File: config.mk
export PLATFORM = sky130hd
export DESIGN_NAME = uart_tx_arbiter
export DESIGN_NICKNAME = d
export VERILOG_FILES = /design/src/rtl/uart_tx_arb_pkg.sv /design/src/rtl/uart_tx_arbiter_rr_arbiter.sv /design/src/rtl/uart_tx_arbiter.sv
export SDC_FILE = /design/constraint.sdc
export NUM_CORES = 1
export LEC_CHECK = 0
export ABC_AREA = 1
export BUFFER_PORTS_ARGS = -buffer_cell sky130_fd_sc_hd__buf_2
export CELL_PAD_IN_SITES_DETAIL_PLACEMENT = 1
export CELL_PAD_IN_SITES_GLOBAL_PLACEMENT = 1
export CORE_ASPECT_RATIO = 1.75
export CORE_MARGIN = 5
export CORE_UTILIZATION = 30
export DETAILED_ROUTE_END_ITERATION = 16
export GPL_TIMING_DRIVEN = 0
export PLACE_DENSITY_LB_ADDON = 0.1
export SYNTH_ARGS = -nofsm -noshare
export SYNTH_HDL_FRONTEND = slang
export SYNTH_SLANG_ARGS = --single-unit
File: constraint.sdc
create_clock -name clk -period 1.3 [get_ports clk]
set_clock_uncertainty 0.15 [all_clocks]
set_input_delay 0.26 -clock clk [delete_from_list [all_inputs] [get_ports clk]]
set_output_delay 0.26 -clock clk [all_outputs]
set_load 0.01 [all_outputs]
File: src/rtl/uart_tx_arb_pkg.sv
// Shared types and constants for the uart_tx requester arbiter.
package uart_tx_arb_pkg;

  localparam int unsigned BYTE_W = 8;
  localparam int unsigned GID_W  = 3;

  typedef enum logic [1:0] {
    ST_IDLE      = 2'd0,
    ST_START     = 2'd1,
    ST_WAIT_RISE = 2'd2,
    ST_WAIT_FALL = 2'd3
  } arb_state_t;

endpackage

File: src/rtl/uart_tx_arbiter_rr_arbiter.sv
// Combinational round-robin picker: first set request at or after ptr, wrapping upward.
module rr_arbiter
  import uart_tx_arb_pkg::*;
#(
  parameter int unsigned N_REQ = 2
) (
  input  logic [N_REQ-1:0] req,
  input  logic [GID_W-1:0] ptr,
  output logic [N_REQ-1:0] grant,
  output logic [GID_W-1:0] grant_idx
);

  logic found;

  always_comb begin
    grant     = '0;
    grant_idx = '0;
    found     = 1'b0;
    // Outer loop walks the search order from ptr; inner loop matches the index without variable selects.
    for (int unsigned k = 0; k < N_REQ; k++) begin
      for (int unsigned i = 0; i < N_REQ; i++) begin
        if (!found && req[i] && (i == (32'(ptr) + k) % N_REQ)) begin
          found     = 1'b1;
          grant[i]  = 1'b1;
          grant_idx = i[GID_W-1:0];
        end
      end
    end
  end

endmodule

File: src/rtl/uart_tx_arbiter.sv
// Round-robin sharing of one uart_tx between N_REQ byte producers.
// Optional packet lock enabled by defining UART_TX_ARB_LOCK_EN.
module uart_tx_arbiter
  import uart_tx_arb_pkg::*;
#(
  parameter int unsigned N_REQ      = 2,
  parameter int unsigned BUSY_GUARD = 4
) (
  input  logic                    clk,
  input  logic                    rst,
  input  logic [N_REQ-1:0]        req_valid,
  input  logic [BYTE_W*N_REQ-1:0] req_data,
  input  logic [N_REQ-1:0]        req_last,
  output logic [N_REQ-1:0]        req_ready,
  output logic [BYTE_W-1:0]       tx_data,
  output logic                    tx_start,
  input  logic                    tx_busy,
  output logic [GID_W-1:0]        grant_id,
  output logic [15:0]             byte_cnt
);

  localparam int unsigned GW = (BUSY_GUARD > 1) ? $clog2(BUSY_GUARD) : 1;
  localparam logic [GW-1:0] GUARD_LAST = GW'(BUSY_GUARD - 1);

  arb_state_t        state, state_nxt;
  logic [GID_W-1:0]  ptr, ptr_adv, win_idx;
  logic [N_REQ-1:0]  arb_req, win_onehot;
  logic [BYTE_W-1:0] win_data;
  logic [GW-1:0]     guard_cnt;
  logic              accept, byte_done;

`ifdef UART_TX_ARB_LOCK_EN
  logic             locked;
  logic [GID_W-1:0] lock_id;
  logic             win_last;

  always_comb begin
    arb_req = req_valid;
    if (locked) begin
      for (int unsigned i = 0; i < N_REQ; i++) begin
        arb_req[i] = req_valid[i] && (32'(lock_id) == i);
      end
    end
  end

  always_comb begin
    win_last = 1'b0;
    for (int unsigned i = 0; i < N_REQ; i++) begin
      if (32'(win_idx) == i) win_last = req_last[i];
    end
  end
`else
  logic req_last_unused;
  assign req_last_unused = ^req_last;
  assign arb_req         = req_valid;
`endif

  rr_arbiter #(.N_REQ(N_REQ)) u_rr (
    .req      (arb_req),
    .ptr      (ptr),
    .grant    (win_onehot),
    .grant_idx(win_idx)
  );

  always_comb begin
    win_data = '0;
    for (int unsigned i = 0; i < N_REQ; i++) begin
      if (32'(win_idx) == i) win_data = req_data[i*BYTE_W +: BYTE_W];
    end
  end

  assign ptr_adv   = (32'(win_idx) == N_REQ - 1) ? '0 : win_idx + GID_W'(1);
  assign accept    = (state == ST_IDLE) && !tx_busy && (|arb_req);
  assign req_ready = accept ? win_onehot : '0;
  // A guard timeout still counts the byte as sent.
  assign byte_done = !tx_busy &&
                     (((state == ST_WAIT_RISE) && (guard_cnt == GUARD_LAST)) ||
                      (state == ST_WAIT_FALL));

  always_comb begin
    state_nxt = state;
    tx_start  = 1'b0;
    case (state)
      ST_IDLE:      if (accept) state_nxt = ST_START;
      ST_START: begin
        tx_start  = 1'b1;
        state_nxt = ST_WAIT_RISE;
      end
      ST_WAIT_RISE: begin
        if (tx_busy)                        state_nxt = ST_WAIT_FALL;
        else if (guard_cnt == GUARD_LAST)   state_nxt = ST_IDLE;
      end
      ST_WAIT_FALL: if (!tx_busy) state_nxt = ST_IDLE;
      default:      state_nxt = ST_IDLE;
    endcase
  end

  always_ff @(posedge clk) begin
    if (rst) begin
      state     <= ST_IDLE;
      ptr       <= '0;
      tx_data   <= '0;
      grant_id  <= '0;
      byte_cnt  <= '0;
      guard_cnt <= '0;
`ifdef UART_TX_ARB_LOCK_EN
      locked    <= 1'b0;
      lock_id   <= '0;
`endif
    end else begin
      state <= state_nxt;
      if (accept) begin
        tx_data  <= win_data;
        grant_id <= win_idx;
`ifdef UART_TX_ARB_LOCK_EN
        if (win_last) begin
          ptr    <= ptr_adv;
          locked <= 1'b0;
        end else begin
          locked  <= 1'b1;
          lock_id <= win_idx;
        end
`else
        ptr <= ptr_adv;
`endif
      end
      if (state == ST_START)          guard_cnt <= '0;
      else if (state == ST_WAIT_RISE) guard_cnt <= guard_cnt + GW'(1);
      if (byte_done) byte_cnt <= byte_cnt + 16'd1;
    end
  end

endmodule
### Word-level counts from Yosys, hierarchy flattened

Cells that the tools add are included.
W data, S select, Z words.

| cells by class | value |
|---|---|
| add/sub/neg operators | 4 |
| equal/unequal tests | 8 |
| reductions and logical operators | 23 |
| mux-type cells | 19 |

Operators with widths:

| cell | number |
|---|---|
| $logic_not A32 Y1 | 2 |
| $add A16 B1 Y16 const B | 1 |
| $mux W8 | 2 |
| $logic_and A1 B1 Y1 | 11 |
| $mux W1 | 11 |
| $mux W2 | 5 |
| $pmux W2 S4 | 1 |
| $eq A2 B2 Y1 const B | 3 |
| $logic_not A1 Y1 | 4 |
| $ne A2 B2 Y1 const B | 2 |
| $reduce_or A2 Y1 | 2 |
| $eq A3 B1 Y1 const B | 1 |
| $logic_not A3 Y1 | 1 |
| $ne A3 B2 Y1 const B | 1 |
| $reduce_and A3 Y1 | 1 |
| $add A1 B1 Y1 const B | 2 |
| $add A2 B1 Y2 const B | 1 |
| $eq A2 B1 Y1 const B | 1 |
| $logic_not A2 Y1 | 1 |
| $logic_or A1 B1 Y1 | 1 |

| word-level totals | value |
|---|---|
| output and inout bits | 30 |
| logic and storage cells | 60 |
| bits in registers | 32 |
| input bits | 23 |

### Logic depth before layout (Yosys ltp)

| depth | value |
|---|---|
| depth after elaboration | 18 |
| mapped depth | 9 |
| mapped depth without buffers | 9 |

### Hierarchy

A second synthesis with hierarchy kept.

| unflattened totals | value |
|---|---|
| cell total of the unflattened synthesis | 249 |
| area, all modules | 1747.9 µm² |

By module, submodules not included:

| module | sequential area each (µm²) | cells each | instances | area each (µm²) |
|---|---|---|---|---|
| uart_tx_arbiter | 680.7 | 240 | 1 | 1705.4 |
| rr_arbiter | 0.0 | 9 | 1 | 42.5 |

### Worst setup path after synthesis

OpenSTA, ideal clock, no wires.

| timing | value |
|---|---|
| path type | register -> register |
| start | register guard_cnt[0] |
| end | register byte_cnt[10] |
| setup time | 0.113 ns |
| arrival time | 1.142 ns |
| setup slack | -0.105 ns |
| path buffers | 0 |
| cell stages (with the launch flop) | 10 |
| required time | 1.037 ns |
| period minus slack after synthesis | 1.405 ns |
| cells stage by stage | dfxtp_1 ha_1 nor2_2 inv_1 nand2_2 nor2_4 nand2_2 nand2_1 nand2_1 nor2_1 |

| on the way | value |
|---|---|
| longest elaborated chain between the ends | 4 |

Ends and longest elaborated chain:

| what | RTL line | RTL |
|---|---|---|
| start, declared | uart_tx_arbiter.sv:29 | `logic [GW-1:0] guard_cnt;` |
| start signal, assigned | uart_tx_arbiter.sv:128 | `else if (state == ST_WAIT_RISE) guard_cnt <= guard_cnt + GW'(1);` |
| $eq A2 B2 Y1 | uart_tx_arbiter.sv:77 | `(((state == ST_WAIT_RISE) && (guard_cnt == GUARD_LAST)) \|\|` |
| $logic_and A1 B1 Y1 | uart_tx_arbiter.sv:77 |  |
| $logic_or A1 B1 Y1 | uart_tx_arbiter.sv:77 |  |
| $logic_and A1 B1 Y1 | uart_tx_arbiter.sv:76 | `assign byte_done = !tx_busy &&` |
| end signal, assigned | uart_tx_arbiter.sv:129 | `if (byte_done) byte_cnt <= byte_cnt + 16'd1;` |
| end, declared | uart_tx_arbiter.sv:19 | `output logic [15:0] byte_cnt` |

No other way between the ends.
A chain may end at the register's enable or synchronous reset.

### Final worst setup path

| timing | value |
|---|---|
| start | register state[1] |
| end | output req_ready[0] |

| on the way | value |
|---|---|
| longest elaborated chain between the ends | 4 |

Ends and longest elaborated chain:

| what | RTL line | RTL |
|---|---|---|
| start, declared | uart_tx_arbiter.sv:25 | `arb_state_t state, state_nxt;` |
| start signal, assigned | uart_tx_arbiter.sv:111 | `state <= state_nxt;` |
| $logic_not A2 Y1 | uart_tx_arbiter.sv:73 | `assign accept = (state == ST_IDLE) && !tx_busy && (\|arb_req);` |
| $logic_and A1 B1 Y1 (2 in series) | uart_tx_arbiter.sv:73 |  |
| $mux W2 | uart_tx_arbiter.sv:74 | `assign req_ready = accept ? win_onehot : '0;` |
| end, declared | uart_tx_arbiter.sv:14 | `output logic [N_REQ-1:0] req_ready,` |

No other way between the ends.

==> metrics.txt <==
I/O Pins=53; Die X=63.5 um; critical path, cell by cell=nor2_4 -> nand2_4 -> a21oi_4 -> buf_6; Syn Std Cell Area=0.00150 mm^2; Max-Cap Viols=0; commonest non-fill, non-tap cells in the layout=nand2_1 (55), buf_2 (47), nor2_1 (27), inv_1 (18); Synth Instances=225; first-pass GRT wire length=8220 um; Longest Clk Path Bufs=2; vias=1729; crit path launch type=flip-flop; Seq/Total Area, Yosys=40.0%; largest net degree at the start of global routing=11; CTS root buffer=clkbuf_8; Setup crit end=req_ready[0]; core area=0.00493 mm^2; Slew headroom=58.7%; VDD IR max=0.705 mV; HPWL Detailed=3430 um; data arrival time of the worst path=1.16 ns; post-route ant nets=0; clk slew on worst S/H paths=0.07 ns; area grow syn2layout=68.1%; Hold Buf Count CTS=0; Final Hold Vio Count=0; crit path kind=flip-flop to output pin; internal power=2080 uW; Worst Reg-to-Reg Cells=8; HP Class=primary input to flip-flop; starting density of the core=30.4%; fraction of layout cells with a size suffix above 1=51.8%; drt wl/cell=14.9 um; unrepaired setup endpoints after global routing=yes; Max Transition Viols Final=0; GRT Residual Overflow=0; FF/Latch Area=631 um^2; vias in the first global route=1879; CP max stage cell=dfxtp_4; Tmin final=1.57 ns; status=finished, violations left; critical path required time=0.89 ns; sequential share of power=34.9%; reg2reg setup slack=-0.24 ns; Max Fanout on Critical Path=3; initial antenna violation count=0; Sw Share=32.6%; fmax=0.638 GHz; final setup fails=30; failing checks=negative setup slack; Cell variety after synth=25; CP top delay family=flip-flops; IO buf count=48; Net Switching=1010 uW; #FFs+latches synth=30; H-tree depth=2; CTS tree=done; Worst Setup SP=state[1]$_SDFFE_PP0P_; Core Rows=34; Critical R2R Capture=state[0]$_SDFFE_PP0P_; Final WS setup=-0.266 ns; CP endpoint kind=output pin; Finished Layout Cells=361; Worst R2R Start=state[1]$_SDFFE_PP0P_; Yosys warning total=0; ANT cells=0; area occupied by multi-input gates=0.00106 mm^2; die area=0.00657 mm^2; clock sinks=30; DRT iter0 DRCs=34; vias per inst=4.79; logic gate share of total power=35.4%; placed insts=328; GPL Wtd Cong=0.723; part of the power in the clock network=29.7%; CP bufs+invs=1; hold slack=0.000186 ns; leakage=0.00118 uW; CTS buffer count=5; most common cell after layout, fill and taps aside=nand2_1; crit-path max cell delay=0.37 ns; chip height=104 um; drt first pass iters=4; wirelength, routed=5360 um; worst skew pair latency=0.29 ns; Tot GR Track Use=15.5%; DRC violations left=0; Mapped Avg Cell Area=6.67 um^2; worst-margin pin slew=0.619 ns; share of the clock period used by the worst path=120%; final net count=331; fill count=641; CP Depth=4; Pwr Density=1230 mW/mm^2
-- worst reg2reg max path, cell delays in order, from the launching register on --
cell and delay, ns:
dfxtp_4 0.37, nor2_4 0.15, nand2_4 0.09, buf_4 0.15, buf_6 0.13, buf_8 0.13
a21oi_2 0.14, nand4_1 0.11, inv_1 0.07
-- power groups by stage --
stage / sequential, uW / combinational, uW / clock [uW]
5_1_grt: 1090 / 1180 / 976
6_report: 1080 / 1100 / 918
2_1_floorplan: 1090 / 337 / 0
3_5_place_dp: 1080 / 533 / 0
4_1_cts: 1070 / 835 / 931
3_3_place_gp: 1080 / 531 / 0
-- cell usage after synthesis --
cell type | n | area [um^2]
nand2_1 | 63 | 236
nor2_1 | 38 | 143
dfxtp_1 | 30 | 601
inv_1 | 21 | 78.8
a21oi_1 | 18 | 90.1
nand3_1 | 14 | 70.1
nand2_2 | 5 | 31.3
o21ai_0 | 5 | 25.0
nand4_1 | 4 | 25.0
buf_2 | 3 | 15.0
nor3_1 | 3 | 15.0
o21ai_1 | 3 | 15.0
buf_4 | 2 | 15.0
ha_1 | 2 | 25.0
inv_2 | 2 | 7.51
nor2_4 | 2 | 22.5
xor2_1 | 2 | 17.5
a211oi_1 | 1 | 7.51
clkbuf_1 | 1 | 3.75
clkinv_1 | 1 | 3.75
conb_1 | 1 | 3.75
nand3_2 | 1 | 10.0
nand4_2 | 1 | 12.5
nor2_2 | 1 | 6.26
nor2_8 | 1 | 20.0
-- how the worst min path moves through the flow --
stage | end | startpoint | slack (ns) | cells after the start
2_1_floorplan | ptr[0]$_SDFFE_PP0P_ | rst | 0.19 | 1
3_3_place_gp | tx_data[0]$_SDFFE_PP0P_ | tx_data[0]$_SDFFE_PP0P_ | 0.30 | 2
3_5_place_dp | tx_data[0]$_SDFFE_PP0P_ | tx_data[0]$_SDFFE_PP0P_ | 0.30 | 2
4_1_cts | ptr[0]$_SDFFE_PP0P_ | rst | 0.01 | 2
5_1_grt | ptr[0]$_SDFFE_PP0P_ | rst | 0.01 | 2
6_report | ptr[0]$_SDFFE_PP0P_ | rst | 0.0002 | 2
-- sequential cells by signal, indices dropped and copies added (netlist names) --
| register | cells |
|---|---|
| byte_cnt | 16 |
| tx_data | 8 |
| guard_cnt | 2 |
| state | 2 |
| grant_id | 1 |
| ptr | 1 |
-- stage by stage --
step | util, % | total power, uW | cell area, um^2 | setup slack, ns | setup TNS [ns]
global route | 51.1 | 3250 | 2520 | -0.303 | -5.97
detailed placement | 37.1 | 1610 | 1830 | -0.257 | -3.00
global placement | 37.1 | 1610 | 1830 | -0.286 | -2.95
finish | 51.1 | 3090 | 2520 | -0.266 | -4.43
CTS | 46.0 | 2840 | 2270 | -0.237 | -2.96
floorplan | - | 1430 | 1520 | -0.0116 | -0.0137
-- cell families (layout without fill, tap and decap cells) --
logic type,count (synthesis),count (layout),share of synthesized area (%)
AOI/OAI and AO/OA,27,27,9.17
xor gates and xnor gates,2,2,1.17
adders and majority gates,2,2,1.67
buffers and inverters,30,111,8.26
DFF,30,30,40.0
other,1,2,0.250
and+or+nand+nor,133,133,39.4
-- routing by layer --
layer  GRT usage [%]  share of wire [%]
met4            6.24                3.4
met2            31.4                 59
met5               0                  0
met1            13.5                 32
met3            3.68                5.0
-- area by class of cell --
class                   instances  area share, %
repair buffers                 73           20.5
well taps                      54           2.68
flip-flops and latches         30           25.0
clock buffers                   8           4.37
plain buffers                   6           1.74
inverters                      24           3.77
multi-input cells             166           41.9
-- repair_timing --
item	in CTS	in global routing
buffers inserted	15	10
hold endpoints to repair	0	0
pin swaps	11	18
resized for setup	62	40
setup endpoints to repair	30	34
gates cloned	0	1
(Power assumes the default switching activity.)
